==> config.mk <==
export PLATFORM = sky130hd
export DESIGN_NAME = pattern_sequencer
export DESIGN_NICKNAME = d
export VERILOG_FILES = /design/src/rtl/pattern_sequencer_pkg.sv /design/src/rtl/sync_edge_detect.sv /design/src/rtl/pattern_sequencer.sv
export SDC_FILE = /design/constraint.sdc
export NUM_CORES = 1
export LEC_CHECK = 0
export CELL_PAD_IN_SITES_DETAIL_PLACEMENT = 0
export CELL_PAD_IN_SITES_GLOBAL_PLACEMENT = 1
export CORE_AREA = 2 2 68 70
export CTS_CLUSTER_SIZE = 40
export DETAILED_ROUTE_END_ITERATION = 7
export DIE_AREA = 0 0 70 72
export HOLD_SLACK_MARGIN = 0.1
export PLACE_DENSITY_LB_ADDON = 0.1
export SLEW_MARGIN = 20
export SYNTH_ARGS = -nofsm -noshare
export SYNTH_HDL_FRONTEND = slang
export SYNTH_SLANG_ARGS = --single-unit
export TNS_END_PERCENT = 5
==> constraint.sdc <==
create_clock -name clk -period 5.2 [get_ports clk]
set_clock_uncertainty 0.2 [all_clocks]
set_input_delay 1.04 -clock clk [delete_from_list [all_inputs] [get_ports clk]]
set_output_delay 1.04 -clock clk [all_outputs]
set_load 0.02 [all_outputs]
==> src/rtl/pattern_sequencer_pkg.sv <==
// ---------------------------------------------------------------------------
// pattern_sequencer_pkg
//   Shared definitions for the test-pattern sequencer: FSM state encoding,
//   on-screen selection marker geometry and a counter-width helper.
// ---------------------------------------------------------------------------
package pattern_sequencer_pkg;

   // Fixed encodings so the state can be probed/compared outside this block.
   typedef enum logic [1:0] {
      SHOW    = 2'd0,
      PENDING = 2'd1,
      MUTE    = 2'd2
   } seq_state_t;

   // Selection marker: a bar OSD_LINES tall and OSD_STEP*(sel+1) pixels wide.
   localparam int OSD_LINES = 4;
   localparam int OSD_STEP  = 8;

   // Bits needed to hold values 0..n-1, never less than one bit.
   function automatic int cnt_width(input int n);
      return (n <= 1) ? 1 : $clog2(n);
   endfunction

endpackage

==> src/rtl/sync_edge_detect.sv <==
// ---------------------------------------------------------------------------
// sync_edge_detect
//   Rising-edge detector for a signal already synchronous to clk (vsync,
//   hsync). The input is delayed by one register; rise is high for the one
//   clock cycle in which sig is 1 and its delayed copy is still 0.
// Ports
//   clk    in  clock
//   reset  in  asynchronous, active-low reset (clears the delay register)
//   sig    in  level to watch
//   rise   out one-cycle pulse on a 0->1 transition of sig
// ---------------------------------------------------------------------------
module sync_edge_detect (
   input  logic clk,
   input  logic reset,
   input  logic sig,
   output logic rise
);

   logic sig_d_reg;

   always_ff @(posedge clk or negedge reset) begin
      if (!reset) begin
         sig_d_reg <= 1'b0;
      end else begin
         sig_d_reg <= sig;
      end
   end

   assign rise = sig & ~sig_d_reg;

endmodule

==> src/rtl/pattern_sequencer.sv <==
// ---------------------------------------------------------------------------
// pattern_sequencer
//   Shares one rgb output between NUM_PATTERNS test-pattern generators.
//   Selection changes only on a frame tick (rising vsync), so frames are
//   never torn. A switch raises pattern_restart for one clock so the
//   generators can resync, and can blank MUTE_FRAMES following frames.
//   Switch sources: next_req (step), sel_valid/sel_idx (direct), and a timed
//   auto-cycle (auto_en, DWELL_FRAMES frames per pattern).
// Ports
//   clk             in  pixel clock
//   reset           in  asynchronous, active-low reset
//   vsync           in  vertical sync, active high
//   display_on      in  visible-region flag
//   hpos, vpos      in  beam position (9 bits each)
//   pat_rgb         in  generator i colour at [3*i +: 3]
//   auto_en         in  level, enables timed auto-cycle
//   next_req        in  1-clk pulse, step to next pattern
//   sel_valid       in  1-clk pulse, direct-select request
//   sel_idx         in  direct-select target
//   rgb             out registered, muxed video (1 clk after hpos/vpos)
//   pattern_sel     out currently displayed pattern
//   pattern_restart out 1-clk pulse when a new selection takes effect
//   pending         out a switch is waiting for the next frame tick
// ---------------------------------------------------------------------------
module pattern_sequencer
   import pattern_sequencer_pkg::*;
#(
   parameter  int NUM_PATTERNS = 4,
   parameter  int DWELL_FRAMES = 60,
   parameter  int MUTE_FRAMES  = 1,
   parameter  int OSD_EN       = 1,
   localparam int SELW         = $clog2(NUM_PATTERNS)
) (
   input  logic                      clk,
   input  logic                      reset,
   input  logic                      vsync,
   input  logic                      display_on,
   input  logic [8:0]                hpos,
   input  logic [8:0]                vpos,
   input  logic [3*NUM_PATTERNS-1:0] pat_rgb,
   input  logic                      auto_en,
   input  logic                      next_req,
   input  logic                      sel_valid,
   input  logic [SELW-1:0]           sel_idx,
   output logic [2:0]                rgb,
   output logic [SELW-1:0]           pattern_sel,
   output logic                      pattern_restart,
   output logic                      pending
);

   localparam int DWW = cnt_width(DWELL_FRAMES);
   localparam int MW  = cnt_width(MUTE_FRAMES);

   localparam logic [DWW-1:0]  DWELL_LAST = DWW'(DWELL_FRAMES - 1);
   localparam logic [MW-1:0]   MUTE_LOAD  = (MUTE_FRAMES > 0) ? MW'(MUTE_FRAMES - 1) : '0;
   localparam logic [SELW-1:0] SEL_LAST   = SELW'(NUM_PATTERNS - 1);

   seq_state_t      state_reg, state_next;
   logic [SELW-1:0] sel_reg, sel_next;
   logic [SELW-1:0] target_reg, target_next;
   logic [DWW-1:0]  dwell_reg, dwell_next;
   logic [MW-1:0]   mute_reg, mute_next;
   logic            restart_reg, restart_next;
   logic [2:0]      rgb_reg, rgb_next;

   logic            frame_tick;
   logic            sel_ok;
   logic [SELW-1:0] sel_inc;
   logic            do_switch;
   logic [SELW-1:0] switch_to;

   // Generator colours unpacked so the mux indexes by pattern number.
   logic [2:0] pat_arr [NUM_PATTERNS];

   generate
      for (genvar gi = 0; gi < NUM_PATTERNS; gi++) begin : g_unpack
         assign pat_arr[gi] = pat_rgb[3*gi +: 3];
      end
   endgenerate

   sync_edge_detect u_vsync_edge (
      .clk   (clk),
      .reset (reset),
      .sig   (vsync),
      .rise  (frame_tick)
   );

   // Out-of-range direct selects are dropped outright.
   assign sel_ok  = sel_valid && (int'(sel_idx) < NUM_PATTERNS);
   assign sel_inc = (sel_reg == SEL_LAST) ? '0 : sel_reg + 1'b1;

   always_ff @(posedge clk or negedge reset) begin
      if (!reset) begin
         state_reg   <= SHOW;
         sel_reg     <= '0;
         target_reg  <= '0;
         dwell_reg   <= '0;
         mute_reg    <= '0;
         restart_reg <= 1'b0;
         rgb_reg     <= 3'b000;
      end else begin
         state_reg   <= state_next;
         sel_reg     <= sel_next;
         target_reg  <= target_next;
         dwell_reg   <= dwell_next;
         mute_reg    <= mute_next;
         restart_reg <= restart_next;
         rgb_reg     <= rgb_next;
      end
   end

   always_comb begin
      state_next   = state_reg;
      sel_next     = sel_reg;
      target_next  = target_reg;
      dwell_next   = dwell_reg;
      mute_next    = mute_reg;
      restart_next = 1'b0;
      do_switch    = 1'b0;
      switch_to    = target_reg;

      case (state_reg)
         SHOW: begin
            // A request always wins over dwell expiry on the same cycle and is
            // only latched, even when it coincides with a frame tick.
            if (sel_ok) begin
               target_next = sel_idx;
               state_next  = PENDING;
            end else if (next_req) begin
               target_next = sel_inc;
               state_next  = PENDING;
            end else if (frame_tick && auto_en) begin
               if (dwell_reg == DWELL_LAST) begin
                  do_switch = 1'b1;
                  switch_to = sel_inc;
               end else begin
                  dwell_next = dwell_reg + 1'b1;
               end
            end
         end
         PENDING: begin
            // Latest direct select is the one that takes effect, including one
            // that lands on the tick itself.
            if (sel_ok) begin
               target_next = sel_idx;
            end
            if (frame_tick) begin
               do_switch = 1'b1;
               switch_to = target_next;
            end
         end
         MUTE: begin
            if (frame_tick) begin
               if (mute_reg == '0) begin
                  state_next = SHOW;
               end else begin
                  mute_next = mute_reg - 1'b1;
               end
            end
         end
         default: begin
            state_next = SHOW;
         end
      endcase

      // Re-selecting the current pattern still restarts the generators.
      if (do_switch) begin
         sel_next     = switch_to;
         target_next  = switch_to;
         restart_next = 1'b1;
         dwell_next   = '0;
         if (MUTE_FRAMES > 0) begin
            mute_next  = MUTE_LOAD;
            state_next = MUTE;
         end else begin
            state_next = SHOW;
         end
      end
   end

   always_comb begin
      rgb_next = pat_arr[sel_reg];
      if (!display_on || state_reg == MUTE) begin
         rgb_next = 3'b000;
      end else if ((OSD_EN != 0) && (int'(vpos) < OSD_LINES) &&
                   (int'(hpos) < OSD_STEP * (int'(sel_reg) + 1))) begin
         rgb_next = 3'b111;
      end
   end

   assign rgb             = rgb_reg;
   assign pattern_sel     = sel_reg;
   assign pattern_restart = restart_reg;
   assign pending         = (state_reg == PENDING);

endmodule

==> qor.txt <==
RR Startpoint = dwell_reg[0]$_DFFE_PN0P_
First-pass iteration count of the detailed router = 4
Clock network power share = 20.0%
GRT Util Overall = 11.5%
Row cnt = 24
Placer Congestion = 0.778
Iter 0 DRT Violations = 14
Synth Warn # = 0
Yosys reg bits = 17
Maximum VDD drop = 80.6 uV
Vias in the first global route = 978
Worst-path maximum fanout = 9
Worst Reg2Reg Path Length in Cells = 5
Status = completed
Arr. time, crit path = 2.95 ns
Die W = 70 um
Diodes inserted = 0
IO Count = 46
Hold worst-path end = target_reg[1]$_DFFE_PN0P_
Clk Latency, worst-skew pair = 0.25 ns
Max_slew headroom = 45.8%
Endpoint type of the worst setup path = flip-flop
Hold Crit Start = target_reg[1]$_DFFE_PN0P_
Syn Area/Cell = 10.8 um2
Max reg flops = 6
Lkg Pwr = 0.608 nW
R2r setup slk = 3.08 ns
Detailed Place HPWL = 2080 um
Drt drc = 0
Syn_nets = 140
Pins over their slew limit = 0
CP Class = in -> reg
Grt ovf = 0
Nets = 182
Multi-input gate area = 578 um2
Initial core utilization = 24.5%
Die area = 5040 um2
Final setup viols = 0
Psw = 0.170 mW
Hold path depth = 1
Core area = 4260 um2
Synth top area share = 40.7%
Yosys top cell by area = dfrtp_1
CP Launch Type = primary input
Layout cells sized above 1 = 11.6%
Gate count of the mapped netlist = 97
Combinational share of power = 40.9%
Layout Area Growth over Synthesis = 47.2%
Hold WS = 0.345 ns
Max_cap viols = 0
Fin crit share = 57.0%
IO buf count = 40
R2R Path End = target_reg[0]$_DFFE_PN0P_
Longest Clk Path Bufs = 2
Internal power = 0.332 mW
DR vias/cell = 4.78
Setup Buffers After CTS = 0
Critical Path RT = 5.19 ns
Largest net degree at the start of global routing = 18
Post-synth EDFFs = 0
Clk sinks = 17
Sequential share of power = 39.1%
Final hold viol count = 0
WL final = 2700 um
Pwr Density = 326 nW/um2
RSZ-0062 raised after global routing = false
Die Y = 72 um
CTS tree = built
Mapped Area = 1040 um2
Wire length per cell = 14.2 um
Post-CTS sizing = 0
Cts bufs inserted = 3
Max Clk Rate = 337 MHz
Main flop type after synthesis = dfrtp_1
Initial antenna violation count = 0
Least-Margin Pin Slew = 0.811 ns
Via count = 908
Filler Cell Count = 445
Clock Pin Slew Worst Setup and Hold Paths = 0.07 ns
Setup TNS Final = 0 ns
Seq/Total Area, Yosys = 40.7%
First-pass GRT wire length = 4590 um
Yosys cell types = 39
Htree depth = 1
Post-route ant nets = 0
Net Sw Frac = 33.9%
Register area = 425 um2
HP Class = reg -> reg
Top cells by area, synth = dfrtp_1, mux4_2, ha_1, mux2_2, nand2b_1
Hold buffers post-CTS = 0
Min Tclk post-route = 2.97 ns
Async S/R FF share, synth = 100%
CTS root buffer = clkbuf_8
[area by class of cell]
class                   count  share of cell area, %
clock inverters             1                  0.325
repair buffers             40                   26.0
flip-flops and latches     17                   27.7
inverters                   6                   1.46
well taps                  52                   4.23
clock buffers               3                   2.69
multi-input cells          71                   37.6
[layout by cell type (no fill, tap or decap), drive strengths merged, types with 2 or more instances in the layout]
master,instances
or4,2
mux2,3
clkdlybuf4s50,40
a21oi,7
clkbuf,3
o31ai,3
nor4,3
nand2,5
nand2b,5
o21a,3
mux4,3
nand3,2
o21ai,5
inv,6
nand4,2
mux2i,2
dfrtp,17
ha,4
nor2,5
xor2,2
nor3,2
and2,2
[synth_stat cells (all sizes together) (3+ instances only)]
cell type	instances
nand2	5
ha	4
mux2	3
nand2b	5
dfrtp	17
nor2	5
nor4	3
o21a	3
a21oi	7
mux4	3
o31ai	3
inv	6
o21ai	5
[metal layers]
metal | vias up | part of all wire, % | track usage, %
met3 | 2 | 8.8 | 3.33
met2 | 38 | 44 | 19.9
met5 | - | 0 | 0
met4 | 0 | 0.92 | 3.85
li1 | 443 | - | -
met1 | 425 | 46 | 13.9
[worst max-delay path: stages]
cell and delay, ns:
clkdlybuf4s50_1 0.57, nor4_4 0.48, a21boi_1 0.21, or4_4 0.52
a21oi_2 0.14
[worst max-delay path by stage]
stage                                     endpoint  slack [ns]       from
after floorplan           dwell_reg[5]$_DFFE_PN0P_        2.66  sel_valid
after global placement    dwell_reg[5]$_DFFE_PN0P_        2.02  sel_valid
after detailed placement  dwell_reg[5]$_DFFE_PN0P_        1.99  sel_valid
after CTS                 dwell_reg[5]$_DFFE_PN0P_        2.23  sel_valid
after global routing      dwell_reg[5]$_DFFE_PN0P_        2.12  sel_valid
final                     dwell_reg[5]$_DFFE_PN0P_        2.23  sel_valid
[power by group through the flow]
stage	logic, mW	clock network [mW]	registers (mW)
final	0.205	0.100	0.196
after global routing	0.228	0.112	0.204
after CTS	0.211	0.105	0.198
after detailed placement	0.209	0	0.201
after global placement	0.209	0	0.198
after floorplan	0.116	0	0.204
[kinds of logic (layout without fill, tap and decap cells)]
family,Yosys count,in the layout,synth area share (%)
AOI/OAI and AO/OA,24,24,16.4
xor gates and xnor gates,2,2,1.68
adders and majority gates,4,4,4.79
buffers and inverters,9,50,3.95
DFF,17,17,40.7
muxes,8,8,11.6
and+or+nand+nor,33,33,20.8
[metrics by stage]
stage,total power [mW],setup slack [ns],util [%],area [um2],cells
floorplan,0.319,2.66,-,1040,97
global placement,0.408,2.02,35.0,1490,186
detailed placement,0.411,1.99,35.0,1490,186
CTS,0.514,2.23,36.1,1540,190
global route,0.544,2.12,36.1,1540,190
finish,0.501,2.23,36.1,1540,190
Power figures use the tool's default switching activity.
